$ cat src/rtl/riscv_pkg.sv
// Shared RV32 definitions for the fetch path: word width, canonical NOP and the
// {instr, pc} pair carried from fetch to decode.
package riscv_pkg;

   localparam int XLEN = 32;
   localparam logic [XLEN-1:0] INSTR_NOP = 32'h0000_0013;

   typedef struct packed {
      logic [XLEN-1:0] instr;
      logic [XLEN-1:0] pc;
   } fetch_entry_t;

endpackage

$ cat src/rtl/fetch_fifo.sv
// Prefetch FIFO of {instr, pc} entries with synchronous flush. Push is accepted
// when full only if a pop happens in the same cycle; popping empty is a no-op.
module fetch_fifo
   import riscv_pkg::*;
#(
   parameter int DEPTH = 2
) (
   input  logic                     clk,
   input  logic                     reset,
   input  logic                     push,
   input  fetch_entry_t             push_data,
   input  logic                     pop,
   input  logic                     flush,
   output fetch_entry_t             head,
   output logic [$clog2(DEPTH):0]   count,
   output logic                     empty,
   output logic                     full
);

   localparam int AW = $clog2(DEPTH);
   localparam int CW = AW + 1;

   fetch_entry_t   mem [DEPTH];
   logic [AW-1:0]  wr_ptr;
   logic [AW-1:0]  rd_ptr;
   logic           do_push;
   logic           do_pop;

   assign empty   = (count == '0);
   assign full    = (count == CW'(DEPTH));
   assign do_pop  = pop && !empty;
   assign do_push = push && (!full || do_pop);
   assign head    = mem[rd_ptr];

   always_ff @(posedge clk) begin
      if (reset || flush) begin
         wr_ptr <= '0;
         rd_ptr <= '0;
         count  <= '0;
      end else begin
         if (do_push) wr_ptr <= wr_ptr + AW'(1);
         if (do_pop)  rd_ptr <= rd_ptr + AW'(1);
         count <= count + CW'(do_push) - CW'(do_pop);
      end
   end

   always_ff @(posedge clk) begin
      if (!reset && !flush && do_push) mem[wr_ptr] <= push_data;
   end

endmodule

$ cat src/rtl/fetch_stage.sv
// Instruction fetch stage: PC, request credit, redirect drop accounting and prefetch FIFO.
// Optional FETCH_STAGE_PERF_EN adds saturating perf_fetched/perf_stall/perf_flush counters.
module fetch_stage
   import riscv_pkg::*;
#(
   parameter logic [31:0] RESET_PC = 32'h0000_0000,
   parameter int          DEPTH    = 2
) (
   input  logic              clk,
   input  logic              reset,
   output logic              imem_req_valid,
   input  logic              imem_req_ready,
   output logic [XLEN-1:0]   imem_req_addr,
   input  logic              imem_rsp_valid,
   input  logic [XLEN-1:0]   imem_rsp_data,
   output logic              instr_valid,
   input  logic              instr_ready,
   output logic [XLEN-1:0]   Instr,
   output logic [XLEN-1:0]   instr_pc,
   input  logic              redirect,
   input  logic [XLEN-1:0]   redirect_pc
`ifdef FETCH_STAGE_PERF_EN
   ,
   output logic [31:0]       perf_fetched,
   output logic [31:0]       perf_stall,
   output logic [31:0]       perf_flush
`endif
);

   localparam int AW = $clog2(DEPTH);
   localparam int CW = AW + 1;

   logic [XLEN-1:0]  fetch_pc;
   logic [CW-1:0]    outstanding;
   logic [CW-1:0]    drop_cnt;
   logic [CW-1:0]    fifo_count;
   logic             fifo_empty;
   logic             fifo_full;
   fetch_entry_t     fifo_head;
   fetch_entry_t     rsp_entry;
   logic [CW:0]      drop_sum;
   logic             req_fire;
   logic             rsp_take;
   logic             do_pop;

   logic [XLEN-1:0]  pcq_mem [DEPTH];
   logic [AW-1:0]    pcq_wr;
   logic [AW-1:0]    pcq_rd;

   // fifo_full is implied by the credit sum; kept as a cheap second guard
   assign imem_req_valid = !redirect && (drop_cnt == '0) && !fifo_full &&
                           (({1'b0, fifo_count} + {1'b0, outstanding}) < (CW+1)'(DEPTH));
   assign imem_req_addr  = fetch_pc;
   assign req_fire       = imem_req_valid && imem_req_ready;
   assign rsp_take       = imem_rsp_valid && !redirect && (drop_cnt == '0);
   assign do_pop         = instr_valid && instr_ready && !redirect;
   assign drop_sum       = {1'b0, drop_cnt} + {1'b0, outstanding};

   assign rsp_entry.instr = imem_rsp_data;
   assign rsp_entry.pc    = pcq_mem[pcq_rd];

   assign instr_valid = !fifo_empty;
   assign Instr       = instr_valid ? fifo_head.instr : '0;
   assign instr_pc    = instr_valid ? fifo_head.pc    : '0;

   always_ff @(posedge clk) begin
      if (reset) begin
         fetch_pc    <= RESET_PC;
         outstanding <= '0;
         drop_cnt    <= '0;
         pcq_wr      <= '0;
         pcq_rd      <= '0;
      end else if (redirect) begin
         // stale in-flight words, including one arriving right now, are discarded
         fetch_pc    <= {redirect_pc[XLEN-1:2], 2'b00};
         outstanding <= '0;
         drop_cnt    <= (imem_rsp_valid && drop_sum != '0) ? CW'(drop_sum - 1'b1) : CW'(drop_sum);
         pcq_wr      <= '0;
         pcq_rd      <= '0;
      end else begin
         if (req_fire) begin
            fetch_pc <= fetch_pc + 32'd4;
            pcq_wr   <= pcq_wr + AW'(1);
         end
         if (rsp_take) pcq_rd <= pcq_rd + AW'(1);
         if (imem_rsp_valid && drop_cnt != '0) drop_cnt <= drop_cnt - 1'b1;
         outstanding <= outstanding + CW'(req_fire) - CW'(rsp_take);
      end
   end

   always_ff @(posedge clk) begin
      if (!reset && !redirect && req_fire) pcq_mem[pcq_wr] <= fetch_pc;
   end

   fetch_fifo #(.DEPTH(DEPTH)) u_fifo (
      .clk       (clk),
      .reset     (reset),
      .push      (rsp_take),
      .push_data (rsp_entry),
      .pop       (do_pop),
      .flush     (redirect),
      .head      (fifo_head),
      .count     (fifo_count),
      .empty     (fifo_empty),
      .full      (fifo_full)
   );

`ifdef FETCH_STAGE_PERF_EN
   always_ff @(posedge clk) begin
      if (reset) begin
         perf_fetched <= '0;
         perf_stall   <= '0;
         perf_flush   <= '0;
      end else begin
         if (do_pop && perf_fetched != '1) perf_fetched <= perf_fetched + 32'd1;
         if (instr_ready && !instr_valid && perf_stall != '1) perf_stall <= perf_stall + 32'd1;
         if (redirect && perf_flush != '1) perf_flush <= perf_flush + 32'd1;
      end
   end
`endif

endmodule

$ cat config.mk
export PLATFORM = sky130hd
export DESIGN_NAME = fetch_stage
export DESIGN_NICKNAME = d
export VERILOG_FILES = /design/src/rtl/riscv_pkg.sv /design/src/rtl/fetch_fifo.sv /design/src/rtl/fetch_stage.sv
export SDC_FILE = /design/constraint.sdc
export NUM_CORES = 1
export LEC_CHECK = 0
export ABC_AREA = 1
export CAP_MARGIN = 20
export CORE_ASPECT_RATIO = 1.4
export CORE_MARGIN = 5
export CORE_UTILIZATION = 57
export CTS_CLUSTER_SIZE = 25
export DETAILED_ROUTE_END_ITERATION = 12
export PLACE_DENSITY_LB_ADDON = 0.3
export SLEW_MARGIN = 20
export SYNTH_ARGS = -nofsm -noshare
export SYNTH_HDL_FRONTEND = slang
export SYNTH_SLANG_ARGS = --single-unit
$ cat constraint.sdc
create_clock -name clk -period 13 [get_ports clk]
set_input_delay 1.3 -clock clk [delete_from_list [all_inputs] [get_ports clk]]
set_output_delay 1.3 -clock clk [all_outputs]
set_load 0.02 [all_outputs]
==> impl_metrics.py, run 1 <==
metrics = {
    "run_status": {
        "status": "complete, no violations",
    },
    "floorplan": {
        "io_pins": 168,
        "die-area_mm2": 0.0198,
        "die_w_um": 120,
        "start_util": 0.579,
        "num_rows": 56,
        "coreArea_mm2": 0.0168,
        "die_h_um": 165,
    },
    "clocking": {
        "tritoncts": "yes",
        "clkTransAtPathRegs_ns": 0.06,
        "ctsResizeCount": 0,
        "cts_htree_levels": 1,
        "clockRootBuffer": "clkbuf_16",
        "clkSinkCount": 226,
        "clk_latency_ns": 0.49,
        "cts_buffers": 21,
        "post_cts_buffers": 0,
        "ctsHoldBuffers": 0,
        "cts_buffer_depth": 3,
    },
    "sta": {
        "tns_ns": 0,
        "grt_setup_unrepaired": "no",
        "drv_slew": 0,
        "period_share": 0.352,
        "fmax_mhz": 219,
        "fin_crit_ns": 4.57,
        "final_hold_viol_count": 0,
        "slew_headroom": 0.391,
        "whs_ns": 0.473,
        "report.final.setup_viol": 0,
        "fin_ws_ns": 8.43,
        "skew_ns": 0.0159,
        "tightestPinTransition_ns": 0.913,
    },
    "finish": {
        "drive_above_1_share": 0.105,
        "final_net_count": 1145,
        "fin_cells": 1282,
        "num_antenna_cells": 0,
        "final_util": 0.732,
        "syn2layout_area_growth_pct": 26.4,
        "fin_area_mm2": 0.0123,
    },
    "synthesis": {
        "synth.area.mux_share": 0.0347,
        "synth-simple-area-share": 0.178,
        "synthAdderAreaFrac": 0.0144,
        "yosysSeqAreaShare": 0.653,
        "synth-edff-count": 184,
        "synth_compound_area_frac": 0.0650,
        "yosys_warnings": 0,
        "yosysUniqueCellTypes": 36,
        "ys_ff_latch": 226,
        "synthXorXnorAreaFrac": 0.00539,
        "async_reset_ff_frac": 0,
        "syn_avg_cell_area_um2": 10.7,
        "synth_top_family_by_area": "simple AND/OR/NAND/NOR gates",
        "syn_inst": 908,
        "ys.flop_type": "edfxtp_1",
        "syn_area_mm2": 0.00974,
    },
    "pwr": {
        "sw_frac_of_total": 0.210,
        "p_total_mw": 1.64,
        "seqPwrFrac": 0.495,
        "p_comb_frac": 0.085,
        "internal_power_mw": 1.30,
        "p_clk_frac": 0.420,
        "irDropWorstVdd_uv": 82.2,
        "p_leak_nw": 4.42,
        "switchingPower_mw": 0.345,
        "p_per_area_mw_per_mm2": 133,
    },
    "place": {
        "place_worst_setup_slack_ns": 8.79,
        "dpl.cell_count": 1245,
        "postPlaceCellArea_mm2": 0.0115,
        "dp.final_hpwl_um": 13600,
        "gp_congestion": 0.826,
        "io_buffers": 161,
    },
    "critical_path": {
        "crit_path_end": "instr_pc[22]",
        "cp_max_fo": 63,
        "end_kind": "output port",
        "r2r_cells": 9,
        "worstSetupPathType": "reg2out",
        "crit_arrival_ns": 3.27,
        "reg2reg_slack_ns": 9.71,
        "reg2reg_from": "u_fifo.count[1]",
        "cp_data_required_time_ns": 11.70,
        "rr_endpoint": "outstanding[1]",
        "start_kind": "flip-flop",
    },
    "grt": {
        "grt_pass1_vias": 6951,
        "grt_pass1_wl_um": 34600,
        "antenna_found_initial": 0,
        "grt_max_degree": 64,
        "grt_usage": 0.218,
        "gr-total-overflow": 0,
    },
    "routing": {
        "dr.pass1.iters": 5,
        "ant_nets": 0,
        "drt_iter0_drc": 504,
        "viasPerCell": 5.34,
        "wire_per_inst_um": 16.5,
        "route.detailed.drc": 0,
        "num_vias": 6846,
        "wirelength_um": 21200,
    },
    "run": {
        "drv_cap": 0,
    },
    "min_path": {
        "min_from": "u_fifo.rd_ptr",
        "hold_class": "reg2reg",
    },
}
[registers in the layout, indices dropped and copies added, names as in the netlist, named ones only]
name / flops
outstanding: 2
u_fifo.mem: 124
u_fifo.rd_ptr: 1
pcq_mem: 60
imem_req_addr: 30
drop_cnt: 2
u_fifo.count: 2
pcq_wr: 1
u_fifo.wr_ptr: 1
pcq_rd: 1
[cells in the final DEF (no fill, tap or decap), types with 2 or more instances in the layout]
cell               n
or2_2              4
buf_4              9
clkinv_2           4
nand4_1            3
nor2_4            11
and2_1             2
nand3_1           55
clkbuf_16         21
o21ai_0           18
mux2_2            30
a21oi_1           90
xor2_1             2
ha_1               8
bufinv_16          6
fa_1               2
nor2_1            35
clkinvlp_4         2
inv_1             73
nor2_2             9
nand2_1          270
nand2_4            2
edfxtp_1         184
o21bai_1           5
a31oi_1            5
xnor2_1            4
inv_2              3
clkdlybuf4s50_1  161
dfxtp_1           41
clkbuf_8           4
conb_1             4
nand2_2            2
[how the worst min path moves through the flow]
stage / end / slack [ns] / depth (start not counted)
floorplan: u_fifo.wr_ptr / 0.44 / 2
global placement: u_fifo.wr_ptr / 0.45 / 2
detailed placement: flip-flop / 0.46 / 2
CTS: flip-flop / 0.47 / 2
global route: u_fifo.wr_ptr / 0.50 / 2
finish: flip-flop / 0.47 / 2
[logic make-up after synthesis]
| group | Yosys count |
|---|---|
| fa+ha+maj | 10 |
| xor+xnor | 6 |
| flops | 226 |
| simple gates | 398 |
| buf+inv | 116 |
| other cells | 1 |
| mux | 30 |
| compound gates | 121 |
[per-layer routing]
metal | share of wire | wire [um] | global-route usage
met1 | 0.40 | 8440 | 0.265
met5 | 0 | 0 | 0
met4 | 0.025 | 524 | 0.0742
met2 | 0.52 | 11000 | 0.398
met3 | 0.057 | 1220 | 0.0291
[power groups by stage]
stage	clock network, mW	registers (mW)	logic, mW
floorplan	0	0.832	0.0704
global placement	0	0.828	0.136
detailed placement	0	0.829	0.140
CTS	0.700	0.813	0.141
global route	0.730	0.815	0.154
finish	0.689	0.813	0.140
[cell type report]
cell class,instances,area [um2]
Multi-Input combinational cell,569,2930
Timing Repair Buffer,170,1680
Tap cell,203,254
Clock inverter,12,214
Fill cell,1126,4500
Inverter,77,290
Clock buffer,25,581
Sequential cell,226,6370
[critical path, stage by stage (launching register included)]
cell	delay, ns
dfxtp_2	0.31
buf_4	0.55
clkinv_2	0.92
nand2_1	0.26
a21oi_1	0.11
clkdlybuf4s50_1	0.60
[cells in the mapped netlist (all sizes together) (5+ instances only)]
cell      n  area [um2]
clkbuf   25        93.8
ha        8         100
nand2   274        1050
nor2     55         302
dfxtp    42         841
nand3    56         293
edfxtp  184        5530
o21bai    5        37.5
buf      14        95.1
a31oi     5        31.3
mux2     30         338
a21oi    90         450
inv      77         289
o21ai    19        98.9
(Power assumes the default switching activity.)
==> run 2: changes to the inputs <==
- CORE_UTILIZATION: 57 -> 48
- clock period: 13 -> 4 ns (I/O delays scaled with it)
==> run 2 against run 1 <==
  * Cell area is 0.83% higher
  * Combinational power grew to 3.3 times the previous value
  * Critical path depth stayed put
  * Clock power grew to 3.2 times the previous value
  * Core utilization is 11 points lower
  * Cell count is 4.3% higher
  * Worst setup slack worse by 7.5 ns
  * First-iteration DRC count is 14% lower
  * Register-to-register slack worse by 8.5 ns
  * Critical path type unchanged
==> impl_metrics.py, run 2 (same netlist as run 1, synthesis figures left out) <==
metrics = {
    "clocking": {
        "cts_buffers": 22,
        "clockRootBuffer": "clkbuf_16",
        "ctsResizeCount": 0,
        "tritoncts": "yes",
        "clk_latency_ns": 0.50,
        "cts_buffer_depth": 3,
        "clkTransAtPathRegs_ns": 0.06,
        "clkSinkCount": 226,
        "post_cts_buffers": 0,
        "cts_htree_levels": 1,
        "ctsHoldBuffers": 0,
    },
    "place": {
        "io_buffers": 161,
        "dpl.cell_count": 1297,
        "dp.final_hpwl_um": 14100,
        "place_worst_setup_slack_ns": 0.876,
        "postPlaceCellArea_mm2": 0.0116,
        "gp_congestion": 0.837,
    },
    "sta": {
        "fmax_mhz": 326,
        "drv_slew": 0,
        "tightestPinTransition_ns": 0.779,
        "report.final.setup_viol": 0,
        "fin_ws_ns": 0.928,
        "final_hold_viol_count": 0,
        "slew_headroom": 0.480,
        "whs_ns": 0.474,
        "fin_crit_ns": 3.07,
        "tns_ns": 0,
        "grt_setup_unrepaired": "no",
        "period_share": 0.768,
        "skew_ns": 0.0186,
    },
    "run_status": {
        "status": "complete, no violations",
    },
    "critical_path": {
        "end_kind": "output port",
        "reg2reg_slack_ns": 1.25,
        "reg2reg_from": "u_fifo.count[0]",
        "rr_endpoint": "outstanding[1]",
        "worstSetupPathType": "reg2out",
        "crit_path_end": "Instr[0]",
        "start_kind": "flip-flop",
        "crit_arrival_ns": 2.67,
        "cp_max_fo": 40,
        "cp_data_required_time_ns": 3.60,
        "r2r_cells": 12,
    },
    "finish": {
        "largest_reg_flops": 124,
        "fillers": 1594,
        "fin_area_mm2": 0.0124,
        "fin_cells": 1337,
        "layout_commonest_cell": "nand2_1",
        "top_register": "u_fifo.mem",
        "multi_input_area_mm2": 0.00294,
        "final_net_count": 1149,
        "syn2layout_area_growth_pct": 27.5,
        "final_cell_mix": "nand2_1 (270), edfxtp_1 (184), clkdlybuf4s50_1 (161)",
        "regArea_mm2": 0.00637,
        "num_antenna_cells": 0,
        "drive_above_1_share": 0.107,
    },
    "grt": {
        "gr-total-overflow": 0,
        "grt_pass1_vias": 6836,
        "grt_usage": 0.187,
        "grt_pass1_wl_um": 34400,
        "antenna_found_initial": 0,
        "grt_max_degree": 63,
    },
    "floorplan": {
        "die_h_um": 179,
        "io_pins": 168,
        "die_w_um": 130,
        "start_util": 0.489,
        "die-area_mm2": 0.0233,
        "coreArea_mm2": 0.0199,
        "num_rows": 61,
    },
    "min_path": {
        "hold_class": "reg2reg",
        "hold_depth": 2,
    },
    "routing": {
        "num_vias": 6829,
        "ant_nets": 0,
        "viasPerCell": 5.11,
        "wirelength_um": 21700,
        "route.detailed.drc": 0,
        "dr.pass1.iters": 5,
        "wire_per_inst_um": 16.2,
        "drt_iter0_drc": 432,
    },
    "pwr": {
        "p_per_area_mw_per_mm2": 426,
        "irDropWorstVdd_uv": 337,
        "p_leak_nw": 4.45,
    },
    "run": {
        "drv_cap": 0,
    },
}
## run 2: per-stage QoR
step	total power [mW]	utilization
detailed placement	3.15	0.584
finish	5.29	0.623
CTS	5.35	0.623
floorplan	2.93	-
global route	5.50	0.623
global placement	3.14	0.584
## run 2: power breakdown
group | switching (mW) | internal [mW] | leakage (nW)
combinational | 0.249 | 0.208 | 2.06
sequential | 0.0556 | 2.59 | 2.00
clock | 0.858 | 1.33 | 0.382
total | 1.16 | 4.13 | 4.45
## run 2: worst max-delay path, cell delays in order (launching register included)
cell and delay [ns]:
dfxtp_2 0.32, inv_2 0.56, buf_4 0.40, nand2_1 0.08, a21oi_1 0.16, clkdlybuf4s50_1 0.64
## run 2: routing by layer
layer	up-vias	part of all wire	track usage
met3	34	0.056	0.0264
met5	-	0	0
met1	3213	0.40	0.226
li1	3383	-	-
met2	199	0.52	0.338
met4	0	0.028	0.0656
## run 2: worst min-delay path by stage
stage | start | to | slack (ns)
floorplan | u_fifo.wr_ptr | u_fifo.wr_ptr | 0.44
global placement | u_fifo.wr_ptr | u_fifo.wr_ptr | 0.45
detailed placement | u_fifo.wr_ptr | u_fifo.wr_ptr | 0.46
CTS | imem_rsp_data[13] | u_fifo.mem[1][45] | 0.46
global route | imem_rsp_data[13] | u_fifo.mem[1][45] | 0.47
finish | u_fifo.wr_ptr | u_fifo.wr_ptr | 0.47
## run 2: final cells by class
| class | instances | share of cell area |
|---|---|---|
| Sequential cell | 226 | 0.513 |
| Multi-Input combinational cell | 569 | 0.237 |
| Timing Repair Buffer | 173 | 0.139 |
| Clock buffer | 30 | 0.0518 |
| Tap cell | 252 | 0.0254 |
| Inverter | 77 | 0.0233 |
| Clock inverter | 10 | 0.0113 |
